--- config.mk ---
export PLATFORM = sky130hd
export DESIGN_NAME = sec_core_sched
export DESIGN_NICKNAME = d
export VERILOG_FILES = /design/src/rtl/sec_core_sched.sv
export SDC_FILE = /design/constraint.sdc
export NUM_CORES = 1
export LEC_CHECK = 0
export ABC_AREA = 1
export CAP_MARGIN = 20
export CORE_ASPECT_RATIO = 1.1
export CORE_MARGIN = 1.5
export CORE_UTILIZATION = 38
export CTS_CLUSTER_DIAMETER = 80
export DETAILED_ROUTE_END_ITERATION = 8
export PLACE_DENSITY_LB_ADDON = 0.1
export SLEW_MARGIN = 40
export SYNTH_ARGS = -nofsm -noshare
export SYNTH_HDL_FRONTEND = slang
export SYNTH_SLANG_ARGS = --single-unit
--- constraint.sdc ---
create_clock -name clk -period 1.2 [get_ports clk]
set_input_delay 0.18 -clock clk [delete_from_list [all_inputs] [get_ports clk]]
set_output_delay 0.18 -clock clk [all_outputs]
set_load 0.1 [all_outputs]
--- src/rtl/sec_core_sched.sv ---
// Round-robin scheduler time-sharing one 32-bit SEC correction core among
// NREQ requesters. Owns the core key register; one transaction in flight.
module sec_core_sched #(
  parameter int unsigned NREQ     = 2,
  parameter int unsigned CORE_LAT = 1,
  parameter int unsigned IDW      = (NREQ > 1) ? $clog2(NREQ) : 1
) (
  input  logic                 clk,
  input  logic                 rst_n,
  // key register load
  input  logic                 key_load,
  input  logic [1:0]           key_in,
  output logic                 key_ready,
  output logic                 key_valid,
  // requesters
  input  logic [NREQ-1:0]      req_valid,
  output logic [NREQ-1:0]      req_ready,
  input  logic [NREQ*32-1:0]   req_data,
  input  logic [NREQ*8-1:0]    req_chk,
  input  logic [NREQ-1:0]      req_en,
  // shared correction core
  output logic [31:0]          core_din,
  output logic [7:0]           core_chk,
  output logic                 core_en,
  output logic [1:0]           core_key,
  input  logic [31:0]          core_dout,
  // response
  output logic                 resp_valid,
  input  logic                 resp_ready,
  output logic [IDW-1:0]       resp_id,
  output logic [31:0]          resp_data,
  output logic                 resp_fix,
  output logic                 busy
);

  localparam int unsigned DW   = 32;
  localparam int unsigned CHKW = 8;
  localparam int unsigned KEYW = 2;
  localparam int unsigned CNTW = 4;

  typedef enum logic [1:0] {
    ST_IDLE = 2'd0,
    ST_WAIT = 2'd1,
    ST_RESP = 2'd2
  } state_e;

  state_e              state_q;
  logic [KEYW-1:0]     key_q;
  logic                key_valid_q;
  logic [IDW-1:0]      rr_q;
  logic [IDW-1:0]      id_q;
  logic [DW-1:0]       sdata_q;
  logic [CNTW-1:0]     cnt_q;
  logic [DW-1:0]       core_din_q;
  logic [CHKW-1:0]     core_chk_q;
  logic                core_en_q;
  logic                resp_valid_q;
  logic [IDW-1:0]      resp_id_q;
  logic [DW-1:0]       resp_data_q;
  logic                resp_fix_q;

  logic [IDW-1:0]      win_hi_c;
  logic [IDW-1:0]      win_lo_c;
  logic                hit_hi_c;
  logic                hit_lo_c;
  logic [IDW-1:0]      win_c;
  logic                hit_c;
  logic                idle_c;
  logic                grant_c;
  logic [DW-1:0]       sel_data_c;
  logic [CHKW-1:0]     sel_chk_c;
  logic                sel_en_c;
  logic [IDW-1:0]      rr_next_c;

  // Round-robin search: lowest valid index at/above rr, else lowest overall.
  always_comb begin
    win_hi_c = '0;
    win_lo_c = '0;
    hit_hi_c = 1'b0;
    hit_lo_c = 1'b0;
    for (int i = int'(NREQ) - 1; i >= 0; i--) begin
      if (req_valid[i]) begin
        hit_lo_c = 1'b1;
        win_lo_c = IDW'(i);
        if (IDW'(i) >= rr_q) begin
          hit_hi_c = 1'b1;
          win_hi_c = IDW'(i);
        end
      end
    end
    win_c = hit_hi_c ? win_hi_c : win_lo_c;
    hit_c = hit_hi_c | hit_lo_c;
  end

  // Operand mux selecting the winning requester's payload.
  always_comb begin
    sel_data_c = '0;
    sel_chk_c  = '0;
    sel_en_c   = 1'b0;
    for (int i = 0; i < int'(NREQ); i++) begin
      if (win_c == IDW'(i)) begin
        sel_data_c = req_data[i*DW +: DW];
        sel_chk_c  = req_chk[i*CHKW +: CHKW];
        sel_en_c   = req_en[i];
      end
    end
  end

  // Key load has priority over a grant in IDLE; no grant until key is valid.
  assign idle_c    = (state_q == ST_IDLE);
  assign grant_c   = idle_c && key_valid_q && !key_load && hit_c;
  assign req_ready = grant_c ? (NREQ'(1) << win_c) : '0;

  // Pointer moves past the requester whose response just completed.
  assign rr_next_c = (id_q == IDW'(NREQ - 1)) ? '0 : (id_q + IDW'(1));

  // Scheduler FSM with its datapath registers.
  always_ff @(posedge clk or negedge rst_n) begin
    if (!rst_n) begin
      state_q      <= ST_IDLE;
      key_q        <= '0;
      key_valid_q  <= 1'b0;
      rr_q         <= '0;
      id_q         <= '0;
      sdata_q      <= '0;
      cnt_q        <= '0;
      core_din_q   <= '0;
      core_chk_q   <= '0;
      core_en_q    <= 1'b0;
      resp_valid_q <= 1'b0;
      resp_id_q    <= '0;
      resp_data_q  <= '0;
      resp_fix_q   <= 1'b0;
    end else begin
      case (state_q)
        ST_IDLE: begin
          if (key_load) begin
            key_q       <= key_in;
            key_valid_q <= 1'b1;
          end else if (grant_c) begin
            core_din_q <= sel_data_c;
            core_chk_q <= sel_chk_c;
            core_en_q  <= sel_en_c;
            sdata_q    <= sel_data_c;
            id_q       <= win_c;
            cnt_q      <= CNTW'(CORE_LAT);
            state_q    <= ST_WAIT;
          end
        end
        ST_WAIT: begin
          cnt_q <= cnt_q - CNTW'(1);
          if (cnt_q == CNTW'(1)) begin
            resp_data_q  <= core_dout;
            resp_fix_q   <= |(core_dout ^ sdata_q);
            resp_id_q    <= id_q;
            resp_valid_q <= 1'b1;
            state_q      <= ST_RESP;
          end
        end
        ST_RESP: begin
          if (resp_ready) begin
            resp_valid_q <= 1'b0;
            rr_q         <= rr_next_c;
            state_q      <= ST_IDLE;
          end
        end
        default: begin
          state_q <= ST_IDLE;
        end
      endcase
    end
  end

  assign key_ready  = idle_c;
  assign busy       = !idle_c;
  assign key_valid  = key_valid_q;
  assign core_key   = key_q;
  assign core_din   = core_din_q;
  assign core_chk   = core_chk_q;
  assign core_en    = core_en_q;
  assign resp_valid = resp_valid_q;
  assign resp_id    = resp_id_q;
  assign resp_data  = resp_data_q;
  assign resp_fix   = resp_fix_q;

endmodule

==> run summary, run 1 <==
Status = complete, but fails checks
Failing checks = setup timing
Worst slew pin tran = 269 ps
Yosys warns = 0
Achievable Freq = 574 MHz
Xor and xnor area share after synthesis = 0.0250
Clock buffer depth = 2
Layout cells sized above 1 = 0.430
Netlist Area Pre-Place = 4560 um2
ANT nets after route = 0
Clk root buf = clkbuf_16
Post-Syn Nets = 626
Nets = 935
Grt met3 use = 0.0449
Post-Synth Simple-Gate Area = 0.275
Fillers = 752
Asr flop ratio synth = 1.00
Core Box Area = 11,600 um2
Area share of the largest cell type after synthesis = 0.477
CTS tree = yes
RSZ-0062 raised after global routing = yes
Fin crit share = 1.45
# rows = 41
Die span in x = 107 um
Initial antenna violation count = 0
Full die area = 12,700 um2
Slowest-stage cell, CP = dfrtp_2
# IOs = 205
Vias = 4,538
Routed vias/inst = 4.70
Largest fanout on the critical path = 2
Design area = 9210 um2
N_diodes = 0
Delay-heaviest family, CP = simple AND/OR/NAND/NOR gates
Worst EP required = 1020 ps
Clk_skew = 6.33 ps
CTS Buf Count = 9
Slew Viols, Final = 0
Worst Hold Class = in2async
PnR worst setup slack = -543 ps
CP bufs+invs = 3
Post-synthesis compound-gate area fraction = 0.0873
Vias in the first global route = 4,836
Clock-pin transition on the worst setup and hold timing paths = 60 ps
CP Capture Type = output port
DRC = 0
CP max stage delay = 440 ps
First-pass GRT wire length = 24,600 um
Setup violators final = 107
CTS Sinks = 87
Drt first pass iters = 4
Most used cell, CP = buf_12
Largest family of logic cells by synthesized area = simple AND/OR/NAND/NOR gates
Synth area leader = dfrtp_1
Drt initial violations = 143
Max-cap violations = 0
Multiplexer share of the synthesized area = 0.0445
Synth area leaders = dfrtp_1 48%, nand2_1 14%, nand2_2 5.5%, o211ai_2 4.9%, nand3_2 4.8%
Slew headroom = 0.821
Setup crit start kind = flop
Gr ovfl total = 0
Final WL = 15,900 um
Data arrival time of the worst path = 1560 ps
GR Util met2 = 0.459
Synth cell types = 28
Die Y = 118 um
Largest net degree at the start of global routing = 30
Sequential fraction of the synthesis area = 0.477
All-Layer GR Usage = 0.253
Syn Inst Count = 502
Cell Chain, Critical Path = nor2_4 > nand2_2 > or2_4 > clkinv_4 > buf_12 > buf_12
Synth Area in Adders = 0.00549
Hold Slack = 258 ps
Layout Area Growth over Synthesis = 102%
Register bit total from synthesis = 87
Post-synth EDFFs = 0
H-tree Lvls = 3
Initial Utilization = 0.393
Top_reg_cell synth = dfrtp_1
WS Path Type = reg2out
Most used routing layer = met2
Gpl congestion = 0.766
Grt met1 use = 0.292
Hold Fails Final Rpt = 0
Synth top cells by count = 171 x nand2_1, 87 x dfrtp_1, 52 x inv_1
Most common cell in the netlist = nand2_1
Period minus WS final = 1740 ps
DP Worst Slack = -511 ps
Post-DP HPWL = 11,100 um
Synthesized area per cell = 9.08 um2
Final core occ = 0.794
WL/cell = 16.4 um
Clock latency on the worst-skew pair = 340 ps
I/O Buffers = 204
Dpl cell area = 8180 um2
per-stage QoR:
step | cells | setup TNS, ps
after floorplan | 502 | -31790
after CTS | 960 | -26390
final | 966 | -26790
after global routing | 966 | -32370
after global placement | 923 | -24030
after detailed placement | 923 | -27270
path summary, 6_finish.rpt:
kind,from,cells after the start,slack [ps],to
max,state_q[0]$_DFFE_PN0P_,6,-540,req_ready[1]
min,rst_n,2,260,core_din[17]$_DFFE_PN0P_
max reg2reg,state_q[1]$_DFFE_PN0P_,6,-380,resp_data[11]$_DFFE_PN0P_
min reg2reg,id_q$_DFFE_PN0P_,1,500,rr_q$_DFFE_PN0P_
max in group asynchronous,rst_n,3,440,core_din[5]$_DFFE_PN0P_
min in group clk,req_chk[14],3,410,core_chk[6]$_DFFE_PN0P_
metal layers:
metal,vias to the layer above,part of all wire
met5,-,0
met4,0,0.026
met3,24,0.058
met2,149,0.53
met1,2176,0.39
li1,2189,-
repair_timing:
action                                 CTS  global route
setup endpoints to repair              121           116
gates cloned                             4             2
pin swaps                                6             7
hold buffers                             1             0
endpoints found under the hold margin   35             0
resized for setup                       96            64
buffers inserted                        23            27
final cells by class:
cell class	count	area, um2	area share
Timing Repair Buffer	316	4100	0.446
Clock buffer	15	268	0.0291
Multi-Input combinational cell	343	2190	0.238
Inverter	54	218	0.0237
Tap cell	150	188	0.0204
Sequential cell	87	2210	0.240
Clock inverter	1	30.0	0.00326
logic make-up after synthesis:
family          Yosys count
simple gates            263
xor+xnor                 13
mux                      14
compound gates           51
buf+inv                  72
fa+ha+maj                 2
flops                    87
cell usage in the layout (no fill, tap or decap), types with 3 or more instances in the layout:
| cell | synthesis | routed |
|---|---|---|
| inv_1 | 52 | 46 |
| nand3_2 | 22 | 21 |
| nor2_1 | 22 | 21 |
| o21ai_1 | 3 | 21 |
| nand3_1 | 4 | 3 |
| nand2_1 | 171 | 162 |
| clkbuf_1 | 2 | 4 |
| dfrtp_2 | 0 | 23 |
| o21ai_0 | 26 | 6 |
| buf_4 | 4 | 54 |
| buf_8 | 0 | 4 |
| o211ai_2 | 18 | 18 |
| clkbuf_16 | 0 | 10 |
| inv_2 | 1 | 4 |
| mux2_4 | 12 | 12 |
| xnor2_1 | 12 | 12 |
| nor2_4 | 2 | 3 |
| clkdlybuf4s50_1 | 0 | 120 |
| nand2_2 | 40 | 25 |
| dfrtp_1 | 87 | 64 |
| nand2_4 | 0 | 24 |
| buf_6 | 4 | 39 |
| buf_12 | 4 | 95 |
flip-flops by register name (all words and copies together) (netlist names):
name / cells
rr_q: 1
resp_data: 32
core_en: 1
core_chk: 8
core_din: 32
resp_fix: 1
id_q: 1
resp_valid: 1
cnt_q: 4
state_q: 2
key_valid: 1
resp_id: 1
core_key: 2
worst reg2reg max path: cells and delay by family, from the launching register on:
| kind | cells | cell delay [ps] |
|---|---|---|
| buffers and inverters | 3 | 480 |
| AND/OR/NAND/NOR | 2 | 280 |
| flip-flops | 1 | 410 |
| multiplexers | 1 | 300 |
Power of run 1 is left out: the tool's default activity adds up to more than one toggle a clock period on the data nets, which glitch-free logic cannot reach.
==> run 2, diff against run 1 <==
SLEW_MARGIN = not set   (was 40)
==> results of run 2 <==
Final layout, timing and power as in run 1 (identical DEF).
Power of run 2 is left out for the same reason.
==> run 3, diff against run 2 <==
ABC_AREA = 0   (was 1)
CORE_UTILIZATION = 36   (was 38)
==> run summary, run 3 <==
Status = complete, but fails checks
Failing checks = setup timing
# rows = 39
Cells after DPL = 746
Setup violators final = 123
Register bit total from synthesis = 87
Syn Inst Count = 345
Post-DP HPWL = 10,200 um
Sequential fraction of the synthesis area = 0.555
Metal2 WL = 9930 um
Area share of the largest cell type after synthesis = 0.555
WS Path Type = reg2out
Max layer used = met4
Layout Area Growth over Synthesis = 135%
Hold Slack = 299 ps
I/O Buffers = 204
Vias in the first global route = 4,694
Synthesized area per cell = 11.4 um2
Clock buffer depth = 2
Clk_skew = 8.82 ps
Largest net degree at the start of global routing = 25
DP Worst Slack = -614 ps
Initial Utilization = 0.374
Vias = 4,357
Metal1 wirelength = 6840 um
Drt first pass iters = 4
Nets = 803
Die Y = 112 um
Gpl congestion = 0.862
Core Box Area = 10,500 um2
Asr flop ratio synth = 1.00
Max-cap violations = 0
RSZ-0062 raised after global routing = yes
Multi-input logic area = 1970 um2
CTS Sinks = 87
Routed vias/inst = 5.26
H-tree Lvls = 3
Post-synth EDFFs = 0
Register area = 2280 um2
ANT nets after route = 0
Die span in x = 103 um
Synth area leaders = dfrtp_1 56%, mux2_2 10%, nand2_1 8.6%, a22oi_1 7.8%, xor2_1 7.4%
Drt initial violations = 179
Clock-pin transition on the worst setup and hold timing paths = 60 ps
CTS tree = yes
Most frequent cells in the layout = 120 x clkdlybuf4s50_1, 95 x buf_12, 78 x nand2_1
DRC = 0
Full die area = 11,500 um2
Layout cells sized above 1 = 0.551
Clock latency on the worst-skew pair = 350 ps
Setup crit start kind = flop
Post-Syn Nets = 469
Most common cell after layout, fill and taps aside = clkdlybuf4s50_1
Slew Viols, Final = 0
Synth cell types = 29
Largest fanout on the critical path = 3
Worst EP required = 1020 ps
Clk root buf = clkbuf_16
Period minus WS final = 1920 ps
Most common cell in the netlist = nand2_1
# IOs = 205
Final WL = 19,300 um
Top_reg_cell synth = dfrtp_1
Fillers = 449
Hold Fails Final Rpt = 0
PnR worst setup slack = -720 ps
Slew headroom = 0.698
CTS Buf Count = 9
Data arrival time of the worst path = 1740 ps
Gr ovfl total = 0
Fin crit share = 1.60
DR WL met3 = 1350 um
Netlist Area Pre-Place = 3920 um2
Worst Hold Class = in2async
Worst slew pin tran = 448 ps
Yosys warns = 0
All-Layer GR Usage = 0.306
Post-Layout Cell Count = 828
WL/cell = 23.3 um
CP Capture Type = output port
Synth area leader = dfrtp_1
Synth top cells by count = 90 x nand2_1, 87 x dfrtp_1, 41 x a22oi_1
Initial antenna violation count = 1
First-pass GRT wire length = 26,000 um
Achievable Freq = 521 MHz
run 3: cell types whose count changed after synthesis, sizes merged, moves of 20 or more:
cell	delta
mux2	+21
inv	-49
a22oi	+41
xor2	+32
o21ai	-23
nand3	-26
nor2	-20
o211ai	-20
nand2	-120
run 3: path summary, 6_finish.rpt:
path                                        start                       end  slack, ps  cells after the start
min reg2reg                      rr_q$_DFFE_PN0P_          rr_q$_DFFE_PN0P_        520                      2
max reg2reg                state_q[1]$_DFFE_PN0P_   core_din[3]$_DFFE_PN0P_       -640                      6
max in group asynchronous                   rst_n  core_din[26]$_DFFE_PN0P_        420                      3
min in group clk                     req_data[14]  core_din[14]$_DFFE_PN0P_        370                      3
max                        state_q[1]$_DFFE_PN0P_              req_ready[0]       -720                      5
min                                         rst_n    state_q[1]$_DFFE_PN0P_        300                      2
run 3: stage by stage:
step                utilization  setup TNS [ps]  cell area (um2)
finish                    0.880          -46810             9230
global placement          0.730          -34720             7660
detailed placement        0.730          -39190             7660
floorplan                     -          -28240             4150
global route              0.880          -52270             9230
CTS                       0.847          -48510             8880
run 3: cell families (layout without fill, tap and decap cells):
logic type | count (synthesis) | in the layout | share of synthesized area
xor gates and xnor gates | 34 | 34 | 0.0759
adders and majority gates | 2 | 2 | 0.00638
and+or+nand+nor | 115 | 115 | 0.130
other | 0 | 1 | 0
AOI/OAI and AO/OA | 52 | 52 | 0.0960
DFF | 87 | 87 | 0.555
buffers and inverters | 20 | 359 | 0.0360
muxes | 35 | 35 | 0.100
run 3: area by class of cell:
type / count / share of cell area
Timing Repair Buffer: 339 / 0.485
Sequential cell: 87 / 0.247
Multi-Input combinational cell: 238 / 0.213
Clock buffer: 13 / 0.0282
Tap cell: 143 / 0.0194
Clock inverter: 3 / 0.00461
Inverter: 4 / 0.00163
Antenna cell: 1 / 0.000271
run 3: critical path, stage by stage (launching register included):
cell     delay [ps]
dfrtp_2         430
nor4b_4         420
o21ai_4         120
nor2_4          140
buf_12          130
buf_16          160
run 3: timing repair:
action,CTS,global route
cloned,9,6
hold endpoints to repair,18,0
setup endpoints to repair,124,124
hold buffers,1,0
pin swaps,16,21
setup buffers,29,38
gates resized for setup,110,39
run 3: layer usage:
metal / vias to the layer above / global-route usage
met2: 232 / 0.526
met5: - / 0
met1: 2172 / 0.332
li1: 1870 / -
met3: 83 / 0.0816
met4: 0 / 0.186
Power of run 3 is left out for the same reason.
